<file path="src/rtl/avg_pool_accum.sv">
// Average-pool front end: sums POOL_SIZE signed samples, hands the sum to an
// external divider, saturates the quotient and offers it on a valid/ready port.
//
// state    | meaning
// ---------+----------------------------------------------------------
// ACCUM    | accepting samples, accumulating the window sum
// DIV_REQ  | one-cycle divide request to the divider
// DIV_WAIT | operands held steady, waiting for the quotient pulse
// OUTPUT   | averaged value presented until the consumer takes it
module avg_pool_accum #(
  parameter int IN_WIDTH           = 16,
  parameter int OUT_WIDTH          = 16,
  parameter int POOL_SIZE          = 49,
  parameter int ACC_WIDTH          = 32,
  parameter int DIV_DIVIDEND_WIDTH = 64,
  parameter int DIV_DIVISOR_WIDTH  = 32
) (
  input  logic                          clk,
  input  logic                          reset,
  input  logic                          in_valid,
  input  logic [IN_WIDTH-1:0]           in_data,
  output logic                          in_ready,
  output logic                          div_valid_in,
  output logic [DIV_DIVIDEND_WIDTH-1:0] div_dividend,
  output logic [DIV_DIVISOR_WIDTH-1:0]  div_divisor,
  input  logic [DIV_DIVIDEND_WIDTH-1:0] div_quotient,
  input  logic                          div_valid_out,
  input  logic                          div_overflow,
  output logic                          out_valid,
  output logic [OUT_WIDTH-1:0]          out_data,
  input  logic                          out_ready,
  output logic                          err
);

  localparam int CNT_W = $clog2(POOL_SIZE);
  localparam int DDW   = DIV_DIVIDEND_WIDTH;

  localparam logic [CNT_W-1:0]             CNT_LAST = CNT_W'(POOL_SIZE - 1);
  localparam logic [DIV_DIVISOR_WIDTH-1:0] DIVISOR  = DIV_DIVISOR_WIDTH'(POOL_SIZE);

  // Saturation bounds, both as full-width signed values for the compare and
  // as output-width patterns for the clamped result.
  localparam logic signed [DDW-1:0] SAT_MAX = {{(DDW-OUT_WIDTH+1){1'b0}}, {(OUT_WIDTH-1){1'b1}}};
  localparam logic signed [DDW-1:0] SAT_MIN = {{(DDW-OUT_WIDTH+1){1'b1}}, {(OUT_WIDTH-1){1'b0}}};
  localparam logic [OUT_WIDTH-1:0]  OUT_MAX = {1'b0, {(OUT_WIDTH-1){1'b1}}};
  localparam logic [OUT_WIDTH-1:0]  OUT_MIN = {1'b1, {(OUT_WIDTH-1){1'b0}}};

  typedef enum logic [1:0] {
    ST_ACCUM    = 2'd0,
    ST_DIV_REQ  = 2'd1,
    ST_DIV_WAIT = 2'd2,
    ST_OUTPUT   = 2'd3
  } state_t;

  state_t                   state_q, state_d;
  logic [ACC_WIDTH-1:0]     acc_q, acc_d;
  logic [CNT_W-1:0]         cnt_q, cnt_d;
  logic [DDW-1:0]           dividend_q, dividend_d;
  logic [DIV_DIVISOR_WIDTH-1:0] divisor_q;
  logic [OUT_WIDTH-1:0]     out_q, out_d;
  logic                     err_q, err_d;

  logic [ACC_WIDTH-1:0]     in_sext;
  logic signed [DDW-1:0]    quot_s;
  logic [OUT_WIDTH-1:0]     quot_sat;

  assign in_sext = {{(ACC_WIDTH-IN_WIDTH){in_data[IN_WIDTH-1]}}, in_data};
  assign quot_s  = div_quotient;

  // Clamp the divider result into the signed output range.
  always_comb begin
    quot_sat = quot_s[OUT_WIDTH-1:0];
    if (quot_s > SAT_MAX) begin
      quot_sat = OUT_MAX;
    end else if (quot_s < SAT_MIN) begin
      quot_sat = OUT_MIN;
    end
  end

  // Next-state and datapath update for the window sequencer.
  always_comb begin
    state_d    = state_q;
    acc_d      = acc_q;
    cnt_d      = cnt_q;
    dividend_d = dividend_q;
    out_d      = out_q;
    err_d      = err_q;
    unique case (state_q)
      ST_ACCUM: begin
        if (in_valid) begin
          acc_d = acc_q + in_sext;
          cnt_d = cnt_q + CNT_W'(1);
          if (cnt_q == CNT_LAST) begin
            // Final sum goes straight to the operand register so the request
            // cycle already presents it.
            dividend_d = {{(DDW-ACC_WIDTH){acc_d[ACC_WIDTH-1]}}, acc_d};
            state_d    = ST_DIV_REQ;
          end
        end
      end
      ST_DIV_REQ: begin
        state_d = ST_DIV_WAIT;
      end
      ST_DIV_WAIT: begin
        if (div_valid_out) begin
          if (div_overflow) begin
            out_d = '0;
            err_d = 1'b1;
          end else begin
            out_d = quot_sat;
          end
          state_d = ST_OUTPUT;
        end
      end
      ST_OUTPUT: begin
        if (out_ready) begin
          acc_d   = '0;
          cnt_d   = '0;
          state_d = ST_ACCUM;
        end
      end
      default: begin
        state_d = ST_ACCUM;
      end
    endcase
  end

  // State and datapath registers.
  always_ff @(posedge clk or posedge reset) begin
    if (reset) begin
      state_q    <= ST_ACCUM;
      acc_q      <= '0;
      cnt_q      <= '0;
      dividend_q <= '0;
      out_q      <= '0;
      err_q      <= 1'b0;
    end else begin
      state_q    <= state_d;
      acc_q      <= acc_d;
      cnt_q      <= cnt_d;
      dividend_q <= dividend_d;
      out_q      <= out_d;
      err_q      <= err_d;
    end
  end

  // Divisor is a constant, but kept in a flop so the divider sees a registered operand.
  always_ff @(posedge clk or posedge reset) begin
    if (reset) begin
      divisor_q <= DIVISOR;
    end else begin
      divisor_q <= DIVISOR;
    end
  end

  assign in_ready     = (state_q == ST_ACCUM);
  assign div_valid_in = (state_q == ST_DIV_REQ);
  assign out_valid    = (state_q == ST_OUTPUT);
  assign div_dividend = dividend_q;
  assign div_divisor  = divisor_q;
  assign out_data     = out_q;
  assign err          = err_q;

endmodule

</file>
<file path="config.mk">
export PLATFORM = sky130hd
export DESIGN_NAME = avg_pool_accum
export DESIGN_NICKNAME = d
export VERILOG_FILES = /design/src/rtl/avg_pool_accum.sv
export SDC_FILE = /design/constraint.sdc
export NUM_CORES = 1
export LEC_CHECK = 0
export ABC_AREA = 1
export CAP_MARGIN = 20
export CELL_PAD_IN_SITES_DETAIL_PLACEMENT = 1
export CELL_PAD_IN_SITES_GLOBAL_PLACEMENT = 2
export CORE_ASPECT_RATIO = 0.7
export CORE_UTILIZATION = 25
export DETAILED_ROUTE_END_ITERATION = 8
export GPL_TIMING_DRIVEN = 0
export PLACE_DENSITY_LB_ADDON = 0.1
export SLEW_MARGIN = 20
export SYNTH_ARGS = -nofsm -noshare
export SYNTH_HDL_FRONTEND = slang
export SYNTH_SLANG_ARGS = --single-unit
</file>
<file path="constraint.sdc">
create_clock -name clk -period 3.15 [get_ports clk]
set_input_delay 0.63 -clock clk [delete_from_list [all_inputs] [get_ports clk]]
set_output_delay 0.63 -clock clk [all_outputs]
set_load 0.01 [all_outputs]
</file>
==> impl_metrics.json, run 1 <==
{
  "status": "complete, no violations",
  "drcViolationCount": 0,
  "area_delta_synth_final_pct": 37.89,
  "synth_top_area_cell": "dfrtp_1",
  "critPathRequiredTime_ns": 3.39,
  "grt_pass1_vias": 7157,
  "slew_viol_final": 0,
  "grt_first_pass_wirelength_um": 40540,
  "cp-start-kind": "input port",
  "power.total_w": 0.005448,
  "cts_hold_buf": 0,
  "initial_utilization_pct": 25.53,
  "gr-total-overflow": 0,
  "clock_latency_ns": 0.35,
  "ant_nets": 0,
  "power_density_mw_per_mm2": 578.1,
  "drive_gt1_share_pct": 9.155,
  "rows": 50,
  "cts_buffer_depth": 2,
  "cellLeakagePower_nw": 5.088,
  "drt-pass1-iter-count": 4,
  "port_buffers": 169,
  "crit_path_end_kind": "flip-flop",
  "finalSetupTns_ns": 0,
  "yosys_warnings": 0,
  "cts_setup_buffers": 0,
  "synth-edff-count": 0,
  "die_area_sq_mm": 0.02802,
  "multi_input_area_sq_mm": 0.003621,
  "final_util_pct": 35.20,
  "place_ws_ns": -0.4854,
  "drv_cap": 0,
  "syn_inst": 1051,
  "dp_hpwl_um": 21180,
  "nFillCells": 3453,
  "setup_viol_count_final": 0,
  "fin_crit_sh_pct": 92.26,
  "hold_path_class": "reg2reg",
  "avgSynthCellArea_sq_um": 6.504,
  "cts_tree": "done",
  "synth-simple-area-share_pct": 37.87,
  "grt_max_degree": 66,
  "synth.area.top_cells": "dfrtp_1 (33%), nand2_1 (24%), inv_1 (7.6%)",
  "coreArea_sq_mm": 0.02678,
  "hold_violations": 0,
  "fmax_mhz": 344.1,
  "io_pins": 202,
  "seqCellArea_sq_mm": 0.002227,
  "critPathKind": "in2reg",
  "clk_pin_slew_ns": 0.07,
  "nets": 1386,
  "crit_fanout": 17,
  "netlist_area_sq_mm": 0.006835,
  "period_minus_slack_ns": 2.906,
  "yosys_most_used_dff": "dfrtp_1",
  "cts_htree_levels": 3,
  "cts_sinks": 89,
  "synth_top_cell_area_share_pct": 32.58,
  "ys_ff_latch": 89,
  "dr_total_vias": 6814,
  "max_slew_margin_pct": 29.66,
  "die_h_um": 140.3,
  "place.gp.congestion": 0.7995,
  "cts-root-buf": "clkbuf_16",
  "finClkSkew_ns": 0.009214,
  "synth_compound_area_share_pct": 4.485,
  "ctsResizeCount": 1,
  "setup_ws_ns": 0.2437,
  "ys_async_sr_fraction_pct": 100.0,
  "irDropWorstVdd_uv": 259.6,
  "drt-initial-drc-count": 293,
  "synth_top_family_by_area": "simple AND/OR/NAND/NOR gates",
  "antenna_cells": 0,
  "worstPathArrival_ns": 3.15,
  "dieWidth_um": 199.6,
  "ys_seq_area_share_pct": 32.58,
  "grt_antenna_before_repair": 0,
  "routed_wirelength_um": 25810,
  "rsz0062_at_grt": "no",
  "synthMuxAreaShare_pct": 0,
  "drt-vias-per-instance": 4.178,
  "wl_per_cell_um": 15.82,
  "synth_cell_type_count": 35,
  "grt_usage_pct": 19.19,
  "synth_fa_ha_area_share_pct": 7.066,
  "worstMarginPinSlew_ns": 1.055,
  "cts_made_buffers": 9,
  "synth-xor-area-share_pct": 1.794
}
[per-layer routing]
metal	wire length, um	track usage, %	up-vias
li1	-	-	3551
met1	13910	29.68	3100
met2	9650	25.51	153
met3	2127	6.549	10
met4	114	2.411	0
met5	0	0	-
[layout by cell type (no fill, tap or decap), drive strengths merged, types with 2 or more instances in the layout]
cell	netlist	routed
xor2	6	6
nand2	450	450
o21bai	3	3
conb	2	32
or2	3	3
nor3	8	8
nand4	13	13
buf	75	76
a21o	2	2
clkinv	0	3
o21ai	22	22
clkdlybuf4s50	0	168
nor2	83	83
dfrtp	89	89
a21oi	26	26
clkbuf	5	16
ha	37	37
inv	141	143
xnor2	8	8
nand3b	6	6
nand3	65	65
[state kept, by name, summed over array words and instances (netlist names)]
name          cells
cnt_q             6
out_data         16
div_dividend     32
acc_q            32
err               1
state_q           2
[critical path, cell delays in order]
cell           delay (ns)
dlygate4sd2_1        0.90
ha_1                 0.39
nand2_1              0.18
nor2_1               0.24
nand2_1              0.12
nor3_1               0.15
nand2_1              0.11
nand3_1              0.11
nand2_1              0.09
nand3_1              0.13
nand2_1              0.07
[where the power goes]
| part | total, W | switching, W | internal [W] |
|---|---|---|---|
| Clock | 0.00111 | 0.000521 | 0.000592 |
| Combinational | 0.00279 | 0.00176 | 0.00102 |
| Sequential | 0.00155 | 0.000162 | 0.00139 |
[Yosys cell counts, types with 2 or more instances]
| cell | instances |
|---|---|
| dfrtp_1 | 89 |
| nand2_2 | 12 |
| nor2_4 | 2 |
| inv_2 | 2 |
| nand3b_1 | 6 |
| a21o_1 | 2 |
| nand4_1 | 13 |
| nor3_1 | 8 |
| conb_1 | 2 |
| xor2_1 | 6 |
| o21bai_1 | 3 |
| inv_1 | 139 |
| buf_4 | 68 |
| ha_1 | 37 |
| nand2_1 | 438 |
| clkbuf_1 | 5 |
| o21ai_1 | 5 |
| nand3_2 | 2 |
| nor2_1 | 78 |
| nor2_2 | 3 |
| buf_2 | 6 |
| xnor2_1 | 8 |
| nand3_1 | 63 |
| a21oi_1 | 26 |
| o21ai_0 | 17 |
| or2_1 | 2 |
[through the flow]
| step | area, sq um | std cells | hold slack, ns |
|---|---|---|---|
| floorplan | 6948 | 1081 | 0.4529 |
| detailed placement | 9128 | 1615 | 0.4670 |
| CTS | 9425 | 1631 | 0.4872 |
| finish | 9425 | 1631 | 0.4806 |
| global route | 9425 | 1631 | 0.5089 |
| global placement | 9095 | 1614 | 0.4545 |
[layout make-up]
cell class,instances,share of cell area (%)
Multi-Input combinational cell,771,38.42
Sequential cell,89,23.63
Tap cell,364,4.832
Clock buffer,11,2.682
Buffer,80,6.053
Clock inverter,5,0.4912
Timing Repair Buffer,170,18.23
Inverter,141,5.668
[worst paths after layout]
check | end | startpoint | slack [ns] | cells after the start
worst max-delay path | div_dividend[24] | in_data[15] | 0.24 | 11
worst min-delay path | err | err | 0.48 | 1
worst max register to register | div_dividend[28] | acc_q[0] | 0.79 | 13
worst min register to register | err | err | 0.48 | 1
max in group asynchronous | acc_q[4] | reset | 1.88 | 3
min in group asynchronous | div_dividend[22] | reset | 0.61 | 2
[cells by family after synthesis]
group,Yosys count
compound gates,57
xor+xnor,14
other cells,2
fa+ha+maj,38
buf+inv,221
flops,89
simple gates,630
No activity file was read; power rests on OpenSTA's default activity.
==> run 2: changes to the inputs <==
--- a/config.mk
+++ b/config.mk
@@ -10,7 +10,7 @@
 export CELL_PAD_IN_SITES_DETAIL_PLACEMENT = 1
 export CELL_PAD_IN_SITES_GLOBAL_PLACEMENT = 2
 export CORE_ASPECT_RATIO = 0.7
-export CORE_UTILIZATION = 25
+export CORE_UTILIZATION = 27
 export DETAILED_ROUTE_END_ITERATION = 8
 export GPL_TIMING_DRIVEN = 0
 export PLACE_DENSITY_LB_ADDON = 0.1
@@ -18,3 +18,4 @@
 export SYNTH_ARGS = -nofsm -noshare
 export SYNTH_HDL_FRONTEND = slang
 export SYNTH_SLANG_ARGS = --single-unit
+export TNS_END_PERCENT = 5
==> constraint.sdc (replaced) <==
create_clock -name clk -period 3.55 [get_ports clk]
set_input_delay 0.71 -clock clk [delete_from_list [all_inputs] [get_ports clk]]
set_output_delay 0.71 -clock clk [all_outputs]
set_load 0.01 [all_outputs]
==> run 2 against run 1 <==
Effect of this change: hold slack worse by 0.0070 ns; first-iteration DRC count is 16% lower; routed wire length down 4.1%; flip-flop and latch count did not move; register-to-register slack improved by 0.34 ns; via count down 0.31%; sequential share of layout area rose by 0.13 points; cell count down 2.4%; clock skew hardly changed; utilization increased by 2.7 points; critical path type unchanged.
==> impl_metrics.json, run 2 (synthesis gave the netlist of run 1 again) <==
{
  "drt-pass1-iter-count": 4,
  "reg2reg_slack_ns": 1.13,
  "crit_buf_inv": 1,
  "cts_htree_levels": 3,
  "place_ws_ns": -0.1610,
  "slew_viol_final": 0,
  "coreArea_sq_mm": 0.02474,
  "period_minus_slack_ns": 3.345,
  "multi_input_area_sq_mm": 0.003621,
  "cts_sinks": 89,
  "rows": 48,
  "setup_viol_count_final": 0,
  "dp_hpwl_um": 20330,
  "ctsResizeCount": 0,
  "crit_path_top_delay_cell": "clkdlybuf4s50_1",
  "hold_violations": 0,
  "clock_latency_ns": 0.35,
  "critPathKind": "in2reg",
  "drt-vias-per-instance": 4.267,
  "grt_usage_pct": 19.84,
  "cp-startpoint": "in_data[15]",
  "nFillCells": 3183,
  "seqCellArea_sq_mm": 0.002227,
  "cts_setup_buffers": 0,
  "crit_fanout": 17,
  "critPathRequiredTime_ns": 3.78,
  "grt_max_degree": 68,
  "ant_nets": 0,
  "crit_family": "simple AND/OR/NAND/NOR gates",
  "grt_first_pass_wirelength_um": 39140,
  "cts_made_buffers": 9,
  "fin_crit_sh_pct": 94.23,
  "slowest_delay_ns": 0.95,
  "cellLeakagePower_nw": 5.085,
  "status": "complete, no violations",
  "io_pins": 202,
  "area_delta_synth_final_pct": 37.16,
  "path_common_cell": "nand2_1",
  "wl_per_cell_um": 15.55,
  "finClkSkew_ns": 0.008955,
  "mostFrequentLayoutCell": "nand2_1",
  "crit_end": "div_dividend[24]",
  "r2r-end": "div_dividend[28]",
  "place.gp.congestion": 0.8283,
  "port_buffers": 169,
  "r2r_start": "acc_q[0]",
  "drcViolationCount": 0,
  "die_h_um": 135.1,
  "initial_utilization_pct": 27.62,
  "gr-total-overflow": 0,
  "die_area_sq_mm": 0.02597,
  "cp-start-kind": "input port",
  "hold_path_class": "reg2reg",
  "nets": 1386,
  "grt_antenna_before_repair": 0,
  "grt_pass1_vias": 7125,
  "cts_tree": "done",
  "final_cell_mix": "nand2_1 (438), clkdlybuf4s50_1 (169), inv_1 (138)",
  "finalSetupTns_ns": 0,
  "drv_cap": 0,
  "cts_hold_buf": 0,
  "dr_total_vias": 6793,
  "dieWidth_um": 192.2,
  "irDropWorstVdd_uv": 303.5,
  "worstMarginPinSlew_ns": 1.007,
  "drive_gt1_share_pct": 9.155,
  "antenna_cells": 0,
  "max_slew_margin_pct": 32.63,
  "power_density_mw_per_mm2": 515.2,
  "power.total_w": 0.004830,
  "drt-initial-drc-count": 247,
  "reg2reg_depth": 13,
  "fmax_mhz": 299.0,
  "setup_ws_ns": 0.2050,
  "worstPathArrival_ns": 3.58,
  "rsz0062_at_grt": "no",
  "clk_pin_slew_ns": 0.07,
  "crit_path_end_kind": "flip-flop",
  "cp_cell_sequence": "clkdlybuf4s50_1 -> ha_1 -> nand2_1 -> nor2_1 -> nand2_1 -> nor3_1 -> nand2_1 -> nand3_1 -> nand2_1 -> nand3_1 -> nand2_1",
  "routed_wirelength_um": 24750,
  "cts-root-buf": "clkbuf_16",
  "cp.depth": 11,
  "cts_buffer_depth": 2
}
run 2: final cells by class:
cell class / instances / area share [%]
Buffer: 80 / 6.086
Clock buffer: 10 / 2.549
Clock inverter: 6 / 0.6139
Inverter: 141 / 5.699
Multi-Input combinational cell: 771 / 38.62
Sequential cell: 89 / 23.76
Tap cell: 325 / 4.337
Timing Repair Buffer: 170 / 18.34
run 2: worst min-delay path by stage:
stage               cells after the start  slack [ns]          from           end
floorplan                               2        0.45     acc_q[10]     acc_q[10]
global placement                        1        0.45           err           err
detailed placement                      1        0.46           err           err
CTS                                     1        0.48           err           err
global route                            2        0.51  out_data[10]  out_data[10]
finish                                  1        0.47           err           err
run 2: routing by layer:
layer	routed length [um]	global-route usage [%]
met1	13160	29.70
met2	9480	27.72
met3	1920	6.211
met4	189	3.237
met5	0	0
run 2: where the power goes:
group	leakage (nW)	switching [W]	total [W]	internal (W)
sequential	1.20	0.000143	0.00137	0.00123
combinational	3.74	0.00156	0.00247	0.000908
clock	0.147	0.000475	0.000988	0.000513
total	5.09	0.00218	0.00483	0.00265
run 2: metrics by stage:
step	cells	util, %	hold slack [ns]	cell area [sq um]
detailed placement	1576	36.69	0.4606	9079
global placement	1575	36.56	0.4522	9046
global route	1592	37.89	0.5088	9375
finish	1592	37.89	0.4736	9375
CTS	1592	37.89	0.4831	9375
floorplan	1081	-	0.4529	6948
==> run 3: changes to the inputs <==
--- a/config.mk
+++ b/config.mk
@@ -6,7 +6,6 @@
 export NUM_CORES = 1
 export LEC_CHECK = 0
 export ABC_AREA = 1
-export CAP_MARGIN = 20
 export CELL_PAD_IN_SITES_DETAIL_PLACEMENT = 1
 export CELL_PAD_IN_SITES_GLOBAL_PLACEMENT = 2
 export CORE_ASPECT_RATIO = 0.7
==> results of run 3 <==
No change in the layout: final DEF, timing and power equal those of run 2.
